$ cat src/rtl/activity_watchdog_pkg.sv
// activity_watchdog_pkg
// Shared types and defaults for the multi-channel activity watchdog.
//   wdog_state_t       : per-channel FSM state (IDLE, COUNTING, EXPIRED)
//   *_DEF localparams  : default parameter widths and product target values
// The prescaler default is only used when ACTIVITY_WATCHDOG_PRESCALE_EN is defined.
package activity_watchdog_pkg;

  typedef enum logic [1:0] {
    IDLE     = 2'd0,
    COUNTING = 2'd1,
    EXPIRED  = 2'd2
  } wdog_state_t;

  localparam int CHANNELS_DEF    = 4;
  localparam int WIDTH_DEF       = 26;
  localparam int GRACE_WIDTH_DEF = 22;
  localparam int PRESCALE_DEF    = 781;

  // Product targets at a 1.28 us clock: 4 s grace, 60 s inactivity timeout.
  localparam int GRACE_TARGET_DEF   = 3125000;
  localparam int TIMEOUT_TARGET_DEF = 46875000;

endpackage

$ cat src/rtl/activity_watchdog_if.sv
// activity_watchdog_if
// Bundles the watchdog's configuration, per-channel inputs and status outputs.
//   grace_target, timeout_target : run-time targets in cycles (or ticks)
//   in, enable, clear, sticky    : per-channel idle level, enable, clear; global sticky mode
//   hit_target, expired_pulse    : per-channel status outputs
//   in_grace, any_hit            : global status outputs
// master drives the inputs (debouncer/config side), slave is the watchdog.
interface activity_watchdog_if
  import activity_watchdog_pkg::*;
#(
  parameter int CHANNELS    = CHANNELS_DEF,
  parameter int WIDTH       = WIDTH_DEF,
  parameter int GRACE_WIDTH = GRACE_WIDTH_DEF
);

  logic [GRACE_WIDTH-1:0] grace_target;
  logic [WIDTH-1:0]       timeout_target;
  logic [CHANNELS-1:0]    in;
  logic [CHANNELS-1:0]    enable;
  logic                   sticky;
  logic [CHANNELS-1:0]    clear;
  logic [CHANNELS-1:0]    hit_target;
  logic [CHANNELS-1:0]    expired_pulse;
  logic                   in_grace;
  logic                   any_hit;

  modport master (
    output grace_target, timeout_target, in, enable, sticky, clear,
    input  hit_target, expired_pulse, in_grace, any_hit
  );

  modport slave (
    input  grace_target, timeout_target, in, enable, sticky, clear,
    output hit_target, expired_pulse, in_grace, any_hit
  );

endinterface

$ cat src/rtl/wdog_channel.sv
// wdog_channel
// One inactivity-timeout channel: FSM, saturating counter, threshold compare
// and one-cycle expiry pulse.
//   clk, reset         : clock, asynchronous active-low reset
//   i_tick             : counter advance strobe (constant 1 without prescaler)
//   i_in               : idle level, high = idle (counting), low = activity
//   i_enable, i_clear  : channel enable, synchronous clear of expired state
//   i_sticky           : 1 = expiry latched until clear
//   i_timeout_target   : threshold in ticks, 0 = never newly expire
//   o_expired, o_pulse : state == EXPIRED, registered entry pulse
module wdog_channel
  import activity_watchdog_pkg::*;
#(
  parameter int WIDTH = WIDTH_DEF
) (
  input  logic             clk,
  input  logic             reset,
  input  logic             i_tick,
  input  logic             i_in,
  input  logic             i_enable,
  input  logic             i_clear,
  input  logic             i_sticky,
  input  logic [WIDTH-1:0] i_timeout_target,
  output logic             o_expired,
  output logic             o_pulse
);

  wdog_state_t      r_state, w_state_nxt;
  logic [WIDTH-1:0] r_cnt, w_cnt_nxt;
  logic             r_pulse;
  logic             w_thresh;

  function automatic logic [WIDTH-1:0] sat_inc(input logic [WIDTH-1:0] v);
    return (&v) ? v : v + 1'b1;
  endfunction

  // One extra bit so a saturated counter still compares as "count+1".
  assign w_thresh = (i_timeout_target != '0) &&
                    (({1'b0, r_cnt} + (WIDTH+1)'(1)) >= {1'b0, i_timeout_target});

  always_ff @(posedge clk or negedge reset) begin
    if (!reset) begin
      r_state <= IDLE;
      r_cnt   <= '0;
      r_pulse <= 1'b0;
    end else begin
      r_state <= w_state_nxt;
      r_cnt   <= w_cnt_nxt;
      r_pulse <= (w_state_nxt == EXPIRED) && (r_state != EXPIRED);
    end
  end

  // Priority: disable, then clear / activity, then tick-gated counting.
  always_comb begin
    w_state_nxt = r_state;
    w_cnt_nxt   = r_cnt;
    if (!i_enable) begin
      w_state_nxt = IDLE;
      w_cnt_nxt   = '0;
    end else begin
      case (r_state)
        IDLE: begin
          w_state_nxt = COUNTING;
          w_cnt_nxt   = '0;
        end
        COUNTING: begin
          if (i_clear || !i_in) begin
            w_cnt_nxt = '0;
          end else if (i_tick) begin
            w_cnt_nxt = sat_inc(r_cnt);
            if (w_thresh) w_state_nxt = EXPIRED;
          end
        end
        EXPIRED: begin
          if (i_clear || (!i_sticky && !i_in)) begin
            w_state_nxt = COUNTING;
            w_cnt_nxt   = '0;
          end
        end
        default: begin
          w_state_nxt = IDLE;
          w_cnt_nxt   = '0;
        end
      endcase
    end
  end

  assign o_expired = (r_state == EXPIRED);
  assign o_pulse   = r_pulse;

endmodule

$ cat src/rtl/activity_watchdog.sv
// activity_watchdog
// Multi-channel inactivity watchdog with a shared start-up grace window.
//   clk   : system clock
//   reset : asynchronous active-low reset
//   bus   : activity_watchdog_if.slave (targets, in/enable/clear/sticky,
//           hit_target, expired_pulse, in_grace, any_hit)
// Optional macro ACTIVITY_WATCHDOG_PRESCALE_EN adds parameter PRESCALE and a
// free-running divider; counters then advance once per PRESCALE cycles.
module activity_watchdog
  import activity_watchdog_pkg::*;
#(
  parameter int CHANNELS    = CHANNELS_DEF,
  parameter int WIDTH       = WIDTH_DEF,
  parameter int GRACE_WIDTH = GRACE_WIDTH_DEF
`ifdef ACTIVITY_WATCHDOG_PRESCALE_EN
  ,
  parameter int PRESCALE    = PRESCALE_DEF
`endif
) (
  input  logic                clk,
  input  logic                reset,
  activity_watchdog_if.slave  bus
);

  logic                   w_tick;
  logic [GRACE_WIDTH-1:0] r_grace_cnt;
  logic                   w_in_grace;
  logic [CHANNELS-1:0]    w_expired;
  logic [CHANNELS-1:0]    w_pulse;
  logic [CHANNELS-1:0]    w_hit;

`ifdef ACTIVITY_WATCHDOG_PRESCALE_EN
  localparam int DIV_W = (PRESCALE > 1) ? $clog2(PRESCALE) : 1;
  logic [DIV_W-1:0] r_div;

  assign w_tick = (r_div == DIV_W'(PRESCALE - 1));

  always_ff @(posedge clk or negedge reset) begin
    if (!reset) r_div <= '0;
    else        r_div <= w_tick ? '0 : r_div + 1'b1;
  end
`else
  assign w_tick = 1'b1;
`endif

  // Saturates at grace_target; the compare against the live target makes
  // in_grace track grace_target!=0 while held in reset.
  always_ff @(posedge clk or negedge reset) begin
    if (!reset) begin
      r_grace_cnt <= '0;
    end else if (w_tick && (r_grace_cnt < bus.grace_target)) begin
      r_grace_cnt <= r_grace_cnt + 1'b1;
    end
  end

  assign w_in_grace = (r_grace_cnt < bus.grace_target);

  for (genvar g = 0; g < CHANNELS; g++) begin : g_ch
    wdog_channel #(.WIDTH(WIDTH)) u_ch (
      .clk              (clk),
      .reset            (reset),
      .i_tick           (w_tick),
      .i_in             (bus.in[g]),
      .i_enable         (bus.enable[g]),
      .i_clear          (bus.clear[g]),
      .i_sticky         (bus.sticky),
      .i_timeout_target (bus.timeout_target),
      .o_expired        (w_expired[g]),
      .o_pulse          (w_pulse[g])
    );
  end

  assign w_hit             = {CHANNELS{w_in_grace}} | w_expired;
  assign bus.hit_target    = w_hit;
  assign bus.expired_pulse = w_pulse;
  assign bus.in_grace      = w_in_grace;
  assign bus.any_hit       = |w_hit;

endmodule

$ cat src/flat_wrapper.sv
// flat-port wrapper written by rule: the top's interface ports become plain ports
module activity_watchdog_flat import activity_watchdog_pkg::*;
#(
  parameter int CHANNELS    = CHANNELS_DEF,
  parameter int WIDTH       = WIDTH_DEF,
  parameter int GRACE_WIDTH = GRACE_WIDTH_DEF

)
  (clk, reset, bus_grace_target, bus_timeout_target, bus_in, bus_enable, bus_sticky, bus_clear, bus_hit_target, bus_expired_pulse, bus_in_grace, bus_any_hit);
  activity_watchdog_if #(.CHANNELS(CHANNELS), .WIDTH(WIDTH), .GRACE_WIDTH(GRACE_WIDTH)) bus_i ();
  input  logic clk;
  input  logic reset;
  input wire logic [$bits(bus_i.grace_target)-1:0] bus_grace_target;
  input wire logic [$bits(bus_i.timeout_target)-1:0] bus_timeout_target;
  input wire logic [$bits(bus_i.in)-1:0] bus_in;
  input wire logic [$bits(bus_i.enable)-1:0] bus_enable;
  input wire logic [$bits(bus_i.sticky)-1:0] bus_sticky;
  input wire logic [$bits(bus_i.clear)-1:0] bus_clear;
  output wire logic [$bits(bus_i.hit_target)-1:0] bus_hit_target;
  output wire logic [$bits(bus_i.expired_pulse)-1:0] bus_expired_pulse;
  output wire logic [$bits(bus_i.in_grace)-1:0] bus_in_grace;
  output wire logic [$bits(bus_i.any_hit)-1:0] bus_any_hit;
  assign bus_i.grace_target = bus_grace_target;
  assign bus_i.timeout_target = bus_timeout_target;
  assign bus_i.in = bus_in;
  assign bus_i.enable = bus_enable;
  assign bus_i.sticky = bus_sticky;
  assign bus_i.clear = bus_clear;
  assign bus_hit_target = bus_i.hit_target;
  assign bus_expired_pulse = bus_i.expired_pulse;
  assign bus_in_grace = bus_i.in_grace;
  assign bus_any_hit = bus_i.any_hit;
  activity_watchdog #(.CHANNELS(CHANNELS), .WIDTH(WIDTH), .GRACE_WIDTH(GRACE_WIDTH)) u_core (.clk(clk), .reset(reset), .bus(bus_i));
endmodule
$ cat config.mk
export PLATFORM = sky130hd
export DESIGN_NAME = activity_watchdog_flat
export DESIGN_NICKNAME = d
export VERILOG_FILES = /design/src/rtl/activity_watchdog_pkg.sv /design/src/rtl/activity_watchdog_if.sv /design/src/rtl/wdog_channel.sv /design/src/rtl/activity_watchdog.sv /design/src/flat_wrapper.sv
export SDC_FILE = /design/constraint.sdc
export NUM_CORES = 1
export LEC_CHECK = 0
export ABC_AREA = 0
export ABC_CLOCK_PERIOD_IN_PS = 3600
export BUFFER_PORTS_ARGS = -buffer_cell sky130_fd_sc_hd__buf_2
export CORE_ASPECT_RATIO = 0.5
export CORE_MARGIN = 1.5
export CORE_UTILIZATION = 30
export CTS_CLUSTER_SIZE = 20
export DETAILED_ROUTE_END_ITERATION = 6
export GPL_TIMING_DRIVEN = 1
export PLACE_DENSITY = 0.47
export SYNTH_ARGS = -nofsm -noshare
export SYNTH_HDL_FRONTEND = slang
export SYNTH_SLANG_ARGS = --single-unit
export TNS_END_PERCENT = 10
$ cat constraint.sdc
create_clock -name clk -period 3.6 [get_ports clk]
set_input_delay 0.36 -clock clk [delete_from_list [all_inputs] [get_ports clk]]
set_output_delay 0.36 -clock clk [all_outputs]
set_load 0.02 [all_outputs]
### Word level (Yosys, flattened, before mapping)

Index checks and enable logic that the tools add are counted.
Widths: inputs -> output; s select.

* add/sub/neg operators: 9
* order comparisons: 5
* equality and inequality tests: 24
* multiplexer cells: 40
* bitwise gates (word level): 1
* reductions and logical operators: 39

Operators with widths (count)
* $mux 26: 16
* $pmux 26 s2: 4
* $add 26x1->27 const B: 4
* $ge 27x26->1: 4
* $add 26x1->26 const B: 4
* $reduce_and 26->1: 4
* $mux 2: 16
* $reduce_bool 26->1: 1
* $pmux 2 s3: 4
* $add 22x1->22 const B: 1
* $lt 22x22->1: 1
* $eq 2x2->1 const B: 8
* $ne 4x4->1 const B: 4
* $logic_and 1x1->1: 12
* $ne 3x2->1 const B: 4
* $eq 2x1->1 const B: 4
* $logic_not 2->1: 4
* $logic_or 1x1->1: 8
* $ne 2x2->1 const B: 4
* $reduce_and 2->1: 4
* $logic_not 1->1: 5
* $or 4x4->4: 1
* $reduce_or 4->1: 1

* register bits: 138
* input port bits: 63
* output and inout port bits: 10
* logic and storage cells: 131

### Depth between registers and ports, before layout

* depth after elaboration: 9
* depth in mapped cells: 14
* gate-level depth less buffers: 13

### By module

Synthesis repeated with hierarchy kept, for this count alone.

* cell total of the unflattened synthesis: 1363
* area total of the unflattened synthesis: 11788.8 sq um

Modules (own cells, without submodules)
* wdog_channel (u_core.g_ch[0].u_ch ...): instances 2, cells an instance 306, area each 2591.2 sq um, seq. area each 725.7 sq um
* wdog_channel (u_core.g_ch[2].u_ch): instances 1, cells an instance 281, area each 2463.6 sq um, seq. area each 725.7 sq um
* wdog_channel (u_core.g_ch[3].u_ch): instances 1, cells an instance 292, area each 2462.4 sq um, seq. area each 725.7 sq um
* activity_watchdog: instances 1, cells an instance 178, area each 1680.4 sq um, seq. area each 550.5 sq um

### Worst setup path after synthesis

No wires, ideal clock.

* kind: register to register
* start: register u_core.g_ch[3].u_ch.r_cnt[0]
* end: register u_core.g_ch[3].u_ch.r_state[0]
* setup time: 120 ps
* arrival: 3006 ps
* required time: 3480 ps
* path slack: 474 ps
* stages on the path, launching flop included: 14
* buffers on the path: 0
* period minus slack after synthesis: 3126 ps
* cells stage by stage: dfrtp_1 -> ha_1 -> nand3_2 -> nor4_4 -> nand4_1 -> nor2_1 -> xor2_1 -> ha_1 -> nand4_1 -> nor4_1 -> a221oi_1 -> o21ai_0 -> and3_1 -> nor3_1

* longest elaborated chain between the ends: 7

RTL lines
* from (decl): line wdog_channel.sv:29 `logic [WIDTH-1:0] r_cnt, w_cnt_nxt;`
* from (signal assigned): line wdog_channel.sv:48 `r_cnt <= w_cnt_nxt;`
* $add 26x1->27: line wdog_channel.sv:39 `(({1'b0, r_cnt} + (WIDTH+1)'(1)) >= {1'b0, i_timeout_target});`
* $ge 27x26->1: line wdog_channel.sv:39
* $logic_and 1x1->1: line wdog_channel.sv:38 `assign w_thresh = (i_timeout_target != '0) &&`
* $mux 2: line wdog_channel.sv:71 `if (w_thresh) w_state_nxt = EXPIRED;`
* $mux 2: line wdog_channel.sv:67 `if (i_clear || !i_in) begin`
* $pmux 2 s3: line wdog_channel.sv:61 `case (r_state)`
* $mux 2: line wdog_channel.sv:57 `if (!i_enable) begin`
* via u_core.g_ch[3].u_ch.w_state_nxt[0]: line wdog_channel.sv:28 `wdog_state_t r_state, w_state_nxt;`
* to (signal assigned): line wdog_channel.sv:47 `r_state <= w_state_nxt;`
* to (decl): line wdog_channel.sv:28

The timed path passes the listed nets, and every way through them passes these cells.
A chain may end at the register's enable or synchronous reset.

### Worst setup path in the final report

* start: register u_core.g_ch[0].u_ch.r_cnt[12]
* end: register u_core.g_ch[0].u_ch.r_state[1]

* longest elaborated chain between the ends: 7

RTL lines (line)
* from (decl): wdog_channel.sv:29
* from (signal assigned): wdog_channel.sv:48
* $add 26x1->27: wdog_channel.sv:39
* $ge 27x26->1: wdog_channel.sv:39
* $logic_and 1x1->1: wdog_channel.sv:38
* $mux 2: wdog_channel.sv:71
* $mux 2: wdog_channel.sv:67
* $pmux 2 s3: wdog_channel.sv:61
* $mux 2: wdog_channel.sv:57
* via u_core.g_ch[0].u_ch.w_state_nxt[1]: wdog_channel.sv:28
* to (signal assigned): wdog_channel.sv:47
* to (decl): wdog_channel.sv:28

The timed path passes the listed nets, and every way through them passes these cells.

==> flow_summary.rst <==
.. list-table::
   :header-rows: 1

   * - Metric
     - Value
   * - Antenna violation net count after detailed routing
     - 0
   * - Cell area after layout
     - 12600 um2
   * - CP max stage cell
     - or3_1
   * - Number of antenna violations at the first check in global routing
     - 0
   * - Buffers on Ports
     - 72
   * - DIE WIDTH
     - 274 um
   * - First-pass iteration count of the detailed router
     - 5
   * - Final-report max-slew violation count
     - 0
   * - Final total power
     - 4.03 mW
   * - Worst min path class
     - primary input to asynchronous set/reset pin
   * - RSZ-0062 raised after global routing
     - true
   * - Number of register bits inferred by synthesis
     - 138
   * - Top fanout value on the critical path
     - 8
   * - Cell types with the largest area share after synthesis
     - dfrtp_1 (31%), ha_1 (15%), xnor2_1 (5.2%), o21ai_0 (4.3%), xor2_1 (4.0%)
   * - Fmax achieved
     - 294 MHz
   * - Count of flip-flops with a built-in enable after synthesis
     - 0
   * - ANT cells
     - 0
   * - Iter 0 DRT Violations
     - 769
   * - Most frequent cells in the layout
     - dfrtp_1 (138), ha_1 (130), nand2_1 (101)
   * - Kind of start point of the critical path
     - flop
   * - Critical Path RT
     - 3.92 ns
   * - Final routed wire length divided by cell count
     - 18.0 um
   * - Number of rows in the core area
     - 49
   * - Synth Warn #
     - 0
   * - Most instantiated flip-flop cell in the synthesis netlist
     - dfrtp_1
   * - Buffers inserted by post-CTS timing repair
     - 0
   * - Element type at the critical path end
     - flop
   * - Share of flip-flops with an asynchronous set or reset after synthesis
     - 100%
   * - Most common cell after layout, fill and taps aside
     - dfrtp_1
   * - Routed met1 length
     - 16.1 mm
   * - Number of hold-repair buffers added at the cts stage
     - 0
   * - Cells after DPL
     - 1794
   * - Gr ovfl total
     - 0
   * - Failing checks
     - negative hold slack
   * - Layout Utilization
     - 35.0%
   * - Fraction of final layout cells sized beyond drive strength 1
     - 12.9%
   * - Via count of the first global-routing pass
     - 9211
   * - GRT Util Overall
     - 17.7%
   * - FF-to-FF path depth
     - 10
   * - Worst path most repeated cell
     - nand4_1
   * - Final Instance Count excl. Fillers
     - 1826
   * - Post-synthesis net count
     - 1447
   * - Layout Area Growth over Synthesis
     - 14.4%
   * - Met2 layer wire length in the routed design
     - 14.5 mm
   * - Fraction of post-synthesis cell area in the top cell type by area
     - 31.4%
   * - H-Tree Level Count
     - 4
   * - Avg Synthesized Cell Area
     - 8.77 um2
   * - Estimated wirelength of the detail-placed design
     - 24.3 mm
   * - Clock sink count
     - 138
   * - Die Outline Area
     - 37900 um2
   * - Worst vdd rail ir drop
     - 0.000224 V
   * - FF-to-FF Start
     - u_core.g_ch[0].u_ch.r_cnt[12]
   * - Drc violations
     - 0
   * - R2R setup slack
     - 0.20 ns
   * - TritonCTS clock tree
     - done
   * - Buffer type at the clock tree root
     - clkbuf_16
   * - Run status
     - finished, violations left
   * - Worst-margin pin slew
     - 0.874 ns
   * - Crit path DAT
     - 3.72 ns
   * - Part of the cycle the worst path needs
     - 94.4%
   * - Post-DR vias/cell
     - 5.27
   * - DP Area
     - 11900 um2
   * - Later-pin clock latency in the skew report
     - 0.45 ns
   * - Crit path cell chain
     - nand4_1 > or3_1 > nor3_2 > xor2_1 > ha_1 > nand4_1 > a211oi_1 > nor4b_2 > a31oi_1 > or3b_2
   * - Maximum root-to-sink buffer count
     - 2
   * - Total standard cell area after synthesis
     - 11000 um2
   * - Clock tree skew after final layout
     - 0.0120 ns
   * - Die height
     - 138 um
   * - R2R Path End
     - u_core.g_ch[0].u_ch.r_state[1]
   * - Count of different cell masters after synthesis
     - 71
   * - Wire length of the first global-routing pass
     - 51.7 mm
   * - Vias
     - 9622
   * - Min cycle time layout
     - 3.40 ns
   * - Cell type contributing the most total cell area after synthesis
     - dfrtp_1
   * - Net count reported at finish
     - 1522
   * - Pin count of the biggest net entering global routing
     - 87
   * - Kind of cell adding the most delay to the critical path
     - simple AND/OR/NAND/NOR gates
   * - WP buf/inv
     - 0
   * - CTS clock-pin slew for the worst setup and hold paths
     - 0.06 ns
   * - Routed Wire Length
     - 32.9 mm
   * - Setup-violating endpoint count in the final report
     - 0
   * - Cell count after synthesis
     - 1254
   * - Leakage
     - 5.87 nW
   * - Max-capacitance violation count
     - 0
   * - Final worst hold slack
     - -0.0277 ns
   * - Number of hold-slack violations in the final timing report
     - 19
   * - Placeable core region
     - 36000 um2
   * - Seq/Total Area, Yosys
     - 31.4%
   * - Highest layer used for signal routing
     - met4
   * - Detailed route wirelength on metal3
     - 1.49 mm
   * - Slew HR
     - 41.7%
   * - CTS buffer count
     - 17
   * - Power density over the cells
     - 320 nW/um2
   * - Final weighted congestion in routability-driven placement
     - 0.883
   * - Worst Setup Path Type
     - flop to flop
   * - Post-CTS sizing
     - 0
   * - Boundary pin count
     - 73
   * - Maximum single-stage delay on the critical path
     - 0.48 ns
   * - Initial Util
     - 30.6%
-- how the worst max path moves through the flow --
stage / endpoint / from / cells past startpoint
2_1_floorplan: u_core.g_ch[3].u_ch.r_state[0] / u_core.g_ch[3].u_ch.r_cnt[0] / 13
3_3_place_gp: u_core.g_ch[2].u_ch.r_state[1] / u_core.g_ch[2].u_ch.r_cnt[10] / 12
3_5_place_dp: u_core.g_ch[2].u_ch.r_state[1] / u_core.g_ch[2].u_ch.r_cnt[10] / 12
5_1_grt: u_core.g_ch[2].u_ch.r_state[0] / u_core.g_ch[2].u_ch.r_cnt[3] / 12
4_1_cts: u_core.g_ch[1].u_ch.r_state[1] / u_core.g_ch[1].u_ch.r_cnt[0] / 13
6_report: u_core.g_ch[0].u_ch.r_state[1] / u_core.g_ch[0].u_ch.r_cnt[12] / 10
-- worst register-to-register path: cells and delay by family (launching register included) --
| family | cells | cell delay [ns] |
|---|---|---|
| and+or+nand+nor | 6 | 2.05 |
| DFF | 1 | 0.47 |
| adders and majority gates | 1 | 0.28 |
| AOI/OAI and AO/OA | 2 | 0.24 |
| xor gates and xnor gates | 1 | 0.23 |
-- cell type report --
cell class	instances	area (um2)
Clock buffer	22	464
Clock inverter	10	140
Fill cell	3656	23400
Inverter	73	274
Multi-Input combinational cell	998	7060
Sequential cell	138	3450
Tap cell	484	606
Timing Repair Buffer	101	584
-- report_power, final --
part	leakage, nW	internal (mW)	switching (mW)	total (mW)
Clock	0.287	1.13	0.748	1.88
Combinational	3.74	0.181	0.297	0.477
Sequential	1.84	1.60	0.0713	1.68
Total	5.87	2.91	1.12	4.03
-- state kept, by name, summed over array words and instances (netlist names) --
| register | cells |
|---|---|
| u_core.g_ch.u_ch.r_cnt | 104 |
| u_core.r_grace_cnt | 22 |
| u_core.g_ch.u_ch.r_state | 8 |
| u_core.g_ch.u_ch.o_pulse | 4 |
-- metrics by stage --
stage / setup TNS [ns] / worst slack (ns)
after floorplan: 0 / 0.474
after global placement: 0 / 0.179
after detailed placement: 0 / 0.138
after CTS: 0 / 0.118
after global routing: -0.0357 / -0.0309
final: 0 / 0.203
-- per-layer routing --
| layer | global-route usage [%] | vias up |
|---|---|---|
| li1 | - | 4733 |
| met4 | 6.16 | 0 |
| met3 | 3.30 | 49 |
| met2 | 26.7 | 255 |
| met5 | 0 | - |
| met1 | 25.1 | 4585 |
-- kinds of logic (layout without fill, tap and decap cells) --
kind of cell | count (synthesis) | in the layout | share of synthesized area [%]
AND/OR/NAND/NOR | 448 | 448 | 21.5
adder cells (fa/ha/maj) | 130 | 130 | 14.8
flip-flops | 138 | 138 | 31.4
multiplexers | 8 | 8 | 0.751
AO/OA/AOI/OAI | 297 | 297 | 17.5
buffers and inverters | 118 | 206 | 4.93
XOR/XNOR | 115 | 115 | 9.16
-- synthesized netlist by cell type (6+ instances only) --
cell and instances:
a31oi_1 10, dfrtp_1 138, buf_6 6, o21ai_0 95, buf_4 6, clkbuf_1 19, ha_1 130, and2_1 9
nand4_1 49, and4_1 13, nand3_1 66, nor2_1 80, buf_2 11, a21oi_1 63, o21ai_2 6, nor3_1 28
mux2i_1 6, nor2b_1 11, a211oi_1 8, a21o_1 21, and3_1 19, inv_1 73, nor4_1 25, a22o_1 29
xor2_1 50, xnor2_1 65, o31ai_1 25, nand2b_1 11, nand2_1 101
No activity file was read; power rests on OpenSTA's default activity.
